[config.mk]
export PLATFORM = sky130hd
export DESIGN_NAME = pipe_ctrl
export DESIGN_NICKNAME = d
export VERILOG_FILES = /design/src/rtl/pipe_ctrl.sv
export SDC_FILE = /design/constraint.sdc
export NUM_CORES = 1
export LEC_CHECK = 0
export CORE_MARGIN = 4
export CORE_UTILIZATION = 35
export DETAILED_ROUTE_END_ITERATION = 8
export SLEW_MARGIN = 20
export SYNTH_ARGS = -nofsm -noshare
export SYNTH_HDL_FRONTEND = slang
export SYNTH_SLANG_ARGS = --single-unit
[constraint.sdc]
create_clock -name clk_100MHz -period 6.37 [get_ports clk_100MHz]
set_input_delay 1.274 -clock clk_100MHz [delete_from_list [all_inputs] [get_ports clk_100MHz]]
set_output_delay 1.274 -clock clk_100MHz [all_outputs]
set_load 0.01 [all_outputs]
[src/rtl/pipe_ctrl.sv]
// Pipeline hazard/control unit: load-use stalls, external full-pipeline holds,
// post-jump squash sequencing and a saturating stalled-cycle counter.
module pipe_ctrl #(
  parameter int unsigned JUMP_FLUSH_CYCLES = 1,
  parameter int unsigned STALL_CNT_W       = 16
) (
  input  logic                   clk_100MHz,
  input  logic                   arst_n,
  input  logic [4:0]             id_rs1_addr_i,
  input  logic [4:0]             id_rs2_addr_i,
  input  logic                   id_rs1_used_i,
  input  logic                   id_rs2_used_i,
  input  logic                   ex_mem_r_ena_i,
  input  logic [4:0]             ex_reg_w_addr_i,
  input  logic                   ex_jump_req_i,
  input  logic [31:0]            ex_jump_addr_i,
  input  logic                   ext_hold_req_i,
  output logic                   pc_hold_o,
  output logic                   if_id_hold_o,
  output logic                   id_ex_hold_o,
  output logic                   if_id_flush_o,
  output logic                   id_ex_flush_o,
  output logic                   pc_jump_ena_o,
  output logic [31:0]            pc_jump_addr_o,
  output logic [STALL_CNT_W-1:0] stall_cnt_o
);

  typedef enum logic [1:0] {RUN, HOLD, FLUSH} state_t;

  localparam logic [2:0] FLUSH_INIT = 3'(JUMP_FLUSH_CYCLES);

  state_t      state, state_nx;
  logic [2:0]  flush_cnt, flush_cnt_nx;
  logic        pend_v, pend_v_nx;
  logic [31:0] pend_addr, pend_addr_nx;
  logic        load_use;

  assign load_use = ex_mem_r_ena_i && (ex_reg_w_addr_i != '0) &&
                    ((id_rs1_used_i && (id_rs1_addr_i == ex_reg_w_addr_i)) ||
                     (id_rs2_used_i && (id_rs2_addr_i == ex_reg_w_addr_i)));

  always_comb begin
    pc_hold_o      = 1'b0;
    if_id_hold_o   = 1'b0;
    id_ex_hold_o   = 1'b0;
    if_id_flush_o  = 1'b0;
    id_ex_flush_o  = 1'b0;
    pc_jump_ena_o  = 1'b0;
    pc_jump_addr_o = '0;
    state_nx       = state;
    flush_cnt_nx   = flush_cnt;
    pend_v_nx      = pend_v;
    pend_addr_nx   = pend_addr;

    if (!arst_n) begin
      if_id_flush_o = 1'b1;
      id_ex_flush_o = 1'b1;
    end else if (ext_hold_req_i) begin
      pc_hold_o    = 1'b1;
      if_id_hold_o = 1'b1;
      id_ex_hold_o = 1'b1;
      state_nx     = HOLD;
      if (ex_jump_req_i && !pend_v) begin
        pend_v_nx    = 1'b1;
        pend_addr_nx = ex_jump_addr_i;
      end
    end else if (pend_v || ex_jump_req_i) begin
      // A parked jump is the same EX instruction still asserting its request,
      // so the latched target wins and the live request is ignored.
      pc_jump_ena_o  = 1'b1;
      pc_jump_addr_o = pend_v ? pend_addr : ex_jump_addr_i;
      if_id_flush_o  = 1'b1;
      id_ex_flush_o  = 1'b1;
      pend_v_nx      = 1'b0;
      flush_cnt_nx   = FLUSH_INIT;
      state_nx       = (FLUSH_INIT == '0) ? RUN : FLUSH;
    end else if ((state != RUN) && (flush_cnt != '0)) begin
      // Also resumes a squash countdown that an ext hold interrupted.
      if_id_flush_o = 1'b1;
      flush_cnt_nx  = flush_cnt - 3'd1;
      state_nx      = (flush_cnt == 3'd1) ? RUN : FLUSH;
    end else begin
      state_nx = RUN;
      if (load_use) begin
        pc_hold_o     = 1'b1;
        if_id_hold_o  = 1'b1;
        id_ex_flush_o = 1'b1;
      end
    end
  end

  always_ff @(posedge clk_100MHz) begin
    if (!arst_n) begin
      state       <= RUN;
      flush_cnt   <= '0;
      pend_v      <= 1'b0;
      pend_addr   <= '0;
      stall_cnt_o <= '0;
    end else begin
      state     <= state_nx;
      flush_cnt <= flush_cnt_nx;
      pend_v    <= pend_v_nx;
      pend_addr <= pend_addr_nx;
      if (pc_hold_o && (stall_cnt_o != '1))
        stall_cnt_o <= stall_cnt_o + 1'b1;
    end
  end

endmodule

* Word-level counts from Yosys, hierarchy flattened
Index checks and enable logic that the tools add are counted.
** Operators by class
- Bitwise gates (word level) :: 2
- Shift operators :: 0
- Eq/ne operators :: 5
- $mul :: 0
- Muxes and demuxes :: 30
- $add $sub $neg :: 2
- Order comparisons :: 0
- Divide/modulo/power cells :: 0
- Reduce and logical (&&, ||, !) cells :: 19
** Operator list (count)
- 2-to-1 mux 32 bit :: 4
- 2-to-1 mux 1 bit :: 21
- adder 16 x 1 -> 16 bit (second input constant) :: 1
- != test 16 bit (second input constant) :: 1
- == test 5 bit :: 2
- logical AND 1 bit :: 7
- 2-to-1 mux 2 bit :: 3
- 2-to-1 mux 3 bit :: 2
- AND reduction 2 bit :: 3
- nonzero test 2 bit :: 3
- nonzero test 5 bit :: 1
- == test 3 x 1 -> 1 bit (second input constant) :: 1
- nonzero test 3 bit :: 1
- subtractor 3 x 1 -> 3 bit (second input constant) :: 1
- logical OR 1 bit :: 2
- != test 2 x 1 -> 1 bit (second input constant) :: 1
- inverter 1 bit :: 2
- OR reduction 2 bit :: 1
- zero test 1 bit :: 1
** Storage, ports and cells
- Register bits :: 54
- Bits in writable memories :: 0
- Bits in latches :: 0
- Logic and storage cells :: 64
- Memories kept :: 0
- Bits in read-only memories :: 0
- Bits of input ports :: 54
- Output and inout bits :: 54

* Depth between registers and ports, before layout
- Word-level depth :: 10
- Gate-level depth with buffers :: 10
- Depth with buffers taken out :: 8

* Least setup slack after synthesis
No wires, ideal clock.
- Path type :: input -> output
- Start :: input ex_reg_w_addr_i[0]
- End :: output pc_hold_o
- Path buffers :: 3
- Data arrival time :: 2654 ps
- Stages on the path :: 7
- Data required time :: 5096 ps
- Setup slack :: 2442 ps
- Cells stage by stage :: or3_1 -> o311a_1 -> a41oi_2 -> buf_6 -> buf_12 -> inv_2 -> buf_4
** Between the ends
- Cells in the longest elaborated chain, start to end :: 9
- Elaborated cells on any way between the ends :: 13
- Classes of those cells :: eq/ne (2); mux (5); reduce/logical (6)
** Ends and longest elaborated chain
- from (decl) :: line 14 : input logic [4:0] ex_reg_w_addr_i,
- == test 5 bit (on tied branches) :: line 39, 40
- logical AND 1 bit (on tied branches) :: line 39, 40
- logical OR 1 bit :: line 39 : ((id_rs1_used_i && (id_rs1_addr_i == ex_reg_w_addr_i)) ||
- logical AND 1 bit * :: line 38 : assign load_use = ex_mem_r_ena_i && (ex_reg_w_addr_i != '0) &&
- 2-to-1 mux 1 bit * (5 in a row)
- to (decl) :: line 18 : output logic pc_hold_o,
Mark *: on every way between the ends. The rest lies on a longest branch, timed or not.

* Final worst setup path
- Start :: input ex_reg_w_addr_i[0]
- End :: output pc_hold_o
** Between the ends
- Cells in the longest elaborated chain, start to end :: 9
- Elaborated cells on any way between the ends :: 13
- Classes of those cells :: eq/ne (2); mux (5); reduce/logical (6)
** Ends and longest elaborated chain
- == test 5 bit (on tied branches) :: line 39, 40
- logical AND 1 bit (on tied branches) :: line 39, 40
- logical OR 1 bit :: line 39
- logical AND 1 bit * :: line 38
- 2-to-1 mux 1 bit * :: line 84 : if (load_use) begin
- 2-to-1 mux 1 bit * :: line 77 : end else if ((state != RUN) && (flush_cnt != '0)) begin
- 2-to-1 mux 1 bit * :: line 67 : end else if (pend_v || ex_jump_req_i) begin
- 2-to-1 mux 1 bit * :: line 58 : end else if (ext_hold_req_i) begin
- 2-to-1 mux 1 bit * :: line 55 : if (!arst_n) begin
Marks and branches as above.

==> metrics.txt <==
R2R cell count 7; ys flop type dfxtp_1; leakage power 0.00149 µW; CTS tree yes; wire per inst 13.6 µm; setup bufs post-CTS 0; commonest cells after routing, fill and taps aside 115 x nand2_1, 107 x clkdlybuf4s50_1, 74 x nor2_1, 74 x a21oi_1, 53 x dfxtp_1; area delta synth->final 38.3%; Detail Route Antenna Nets 0; Mapped Area 3040 µm²; post-synth cell types 43; Psw 193 µW; critical path startpoint ex_reg_w_addr_i[0]; Worst path depth 6; worst path bufs/invs 3; GRT overflow 0; placed cell count 629; Avg Synthesized Cell Area 6.79 µm²; Seq/Total Area, Yosys 35.6%; overall global routing resource usage 16.7%; CTS Hold Buffers Added 0; largest net degree at the start of global routing 69; Routed Wire Length 8670 µm; layout cells sized above 1 4.14%; Core ar. 8340 µm²; number of synthesized register bits 54; Die ar. 10200 µm²; status complete, no violations; # fillers 828; clock skew 0.00826 ns; Reg-to-Reg End stall_cnt_o[7]; Crit path largest cell delay 0.78 ns; CTS sink cnt 54; crit path to pc_hold_o; Die X 101 µm; initial antenna violation count 0; Comb pwr share 19.9%; cts bufs inserted 5; most common cell after layout, fill and taps aside nand2_1; PostCTS Resize Cnt 0; R2R setup slack 3.92 ns; post-synth top area share 35.6%; Req. time, crit path 5.10 ns; CP Max Fanout 21; PnR Total Power 690 µW; Die Y 101 µm; Worst Max-Slew Pin Slew 0.910 ns; ANT cells 0; critical path capture point type output pin; crit-path cells clkdlybuf4s50_1, or3_1, o311a_1, a41oi_2, inv_2, clkdlybuf4s50_1; R2R Path Start flush_cnt[0]; Detailed Route Iter0 Violations 102; Setup violations, final 0; Clock Power Share 27.8%; detailed placer's ending HPWL 6130 µm; fin crit share 81.3%; num ports 108; first drt pass iteration count 4; Layout Utilization 50.3%; nets 589; element type at the critical path start primary input; number of synthesized flops with an enable pin 0; kind of critical path primary input to output pin; syn nets 505; Max clock buf depth 2; Clock transition at path regs 0.10 ns; sw frac 27.9%; asr flop ratio synth 0%; Max Clock Freq 0.193 GHz; most area-consuming cells after synthesis dfxtp_1 36%, nand2_1 14%, a21oi_1 12%; Cells after Synth 447; vias per cell 5.03; pwr dens 164 nW/µm²; max_slew headroom 39.3%; Flop pwr share 52.3%; Critical-path top delay cell a41oi_2; CP most frequent cell clkdlybuf4s50_1; via count 3202; floorplan row count 33; clk_lat worst skew 0.30 ns; Synth area leader dfxtp_1; Root Buffer clkbuf_8; final hold vios 0; max-cap viol count 0; GPL Wtd Cong 0.793; vias in the first global route 2962; Yosys warnings 0; fin cells 637; worst hold slack 0.458 ns; Port Buf Inserts 107; fin crit period 5.18 ns; Internal Power 498 µW; RSZ-0062 raised after global routing false; setup TNS 0 ns; htree depth 2; first-pass GRT wire length 14200 µm; VDD IR-drop max 0.0000985 V; Critical Path AT 3.91 ns; # DRC 0; crit-path leading delay family compound AO/OA/AOI/OAI gates; Max Slew Vio Count 0; worst min path class register to register; Initial Util 36.4%
==> worst min path at each step <==
stage	startpoint	end	slack [ns]	depth (start not counted)
2_1_floorplan	pend_addr[23]	pend_addr[23]	0.44	2
4_1_cts	pend_addr[10]	pend_addr[10]	0.46	2
3_3_place_gp	pend_addr[6]	pend_addr[6]	0.44	2
5_1_grt	pend_addr[13]	pend_addr[13]	0.48	2
6_report	pend_addr[10]	pend_addr[10]	0.46	2
3_5_place_dp	pend_addr[10]	pend_addr[10]	0.45	2
==> power groups by stage <==
stage               logic, µW  registers [µW]  clock network [µW]
floorplan                77.0             362                   0
global placement          137             368                   0
detailed placement        139             369                   0
CTS                       140             361                 200
global route              154             363                 212
finish                    138             361                 192
==> metal layers <==
| metal | vias up | wire (µm) | GRT usage [%] |
|---|---|---|---|
| met5 | - | 0 | 0 |
| met4 | 0 | 35 | 3.07 |
| met3 | 2 | 535 | 3.51 |
| met2 | 83 | 4220 | 27.8 |
| met1 | 1465 | 3870 | 22.4 |
| li1 | 1652 | - | - |
==> stage by stage <==
step	worst slack (ns)	area [µm²]
floorplan	2.44	3040
global placement	1.23	4110
detailed placement	1.17	4110
CTS	1.17	4200
global route	1.05	4200
finish	1.19	4200
==> registers in the layout, indices dropped and copies added (netlist names) <==
name         cells
flush_cnt        3
pend_addr       32
pend_v           1
stall_cnt_o     16
state            2
==> worst reg2reg max path, cell delays in order, from the launching register on <==
cell and delay, ns:
dfxtp_1 0.34, inv_1 0.11, ha_1 0.19, a21o_1 0.21, o311a_1 0.26, a41oi_2 0.48, or4_1 0.66, a21oi_1 0.15
==> cells in the mapped netlist, drive strengths merged, types with 3 or more instances <==
cell and instances:
nand2 115, nor2 75, a21oi 74, dfxtp 54, clkbuf 28, xnor2 10, mux2i 9, nand2b 9
buf 7, inv 6, nand3 6, nor4 6, nor3 5, ha 4, nand4 4, and2 3
and3 3, nor4b 3, o21ai 3
==> cell families (layout without fill, tap and decap cells) <==
family                     Yosys count  in the layout  synth area share, %
and+or+nand+nor                    239            239                 33.9
DFF                                 54             54                 35.6
AOI/OAI and AO/OA                   90             90                 16.6
adders and majority gates            4              4                 1.65
xor gates and xnor gates            10             10                 2.88
buffers and inverters               41            126                 6.35
muxes                                9              9                 2.97
==> area by class of cell <==
class                           instances  area (µm²)  share of cell area, %
Inverter                                6        22.5                  0.536
Tap cell                              105         131                   3.13
Multi-Input combinational cell        352        1770                   42.0
Clock buffer                            6        72.6                   1.73
Sequential cell                        54        1080                   25.8
Timing Repair Buffer                  112        1110                   26.4
Clock inverter                          2        13.8                  0.328
Power figures use the tool's default switching activity.
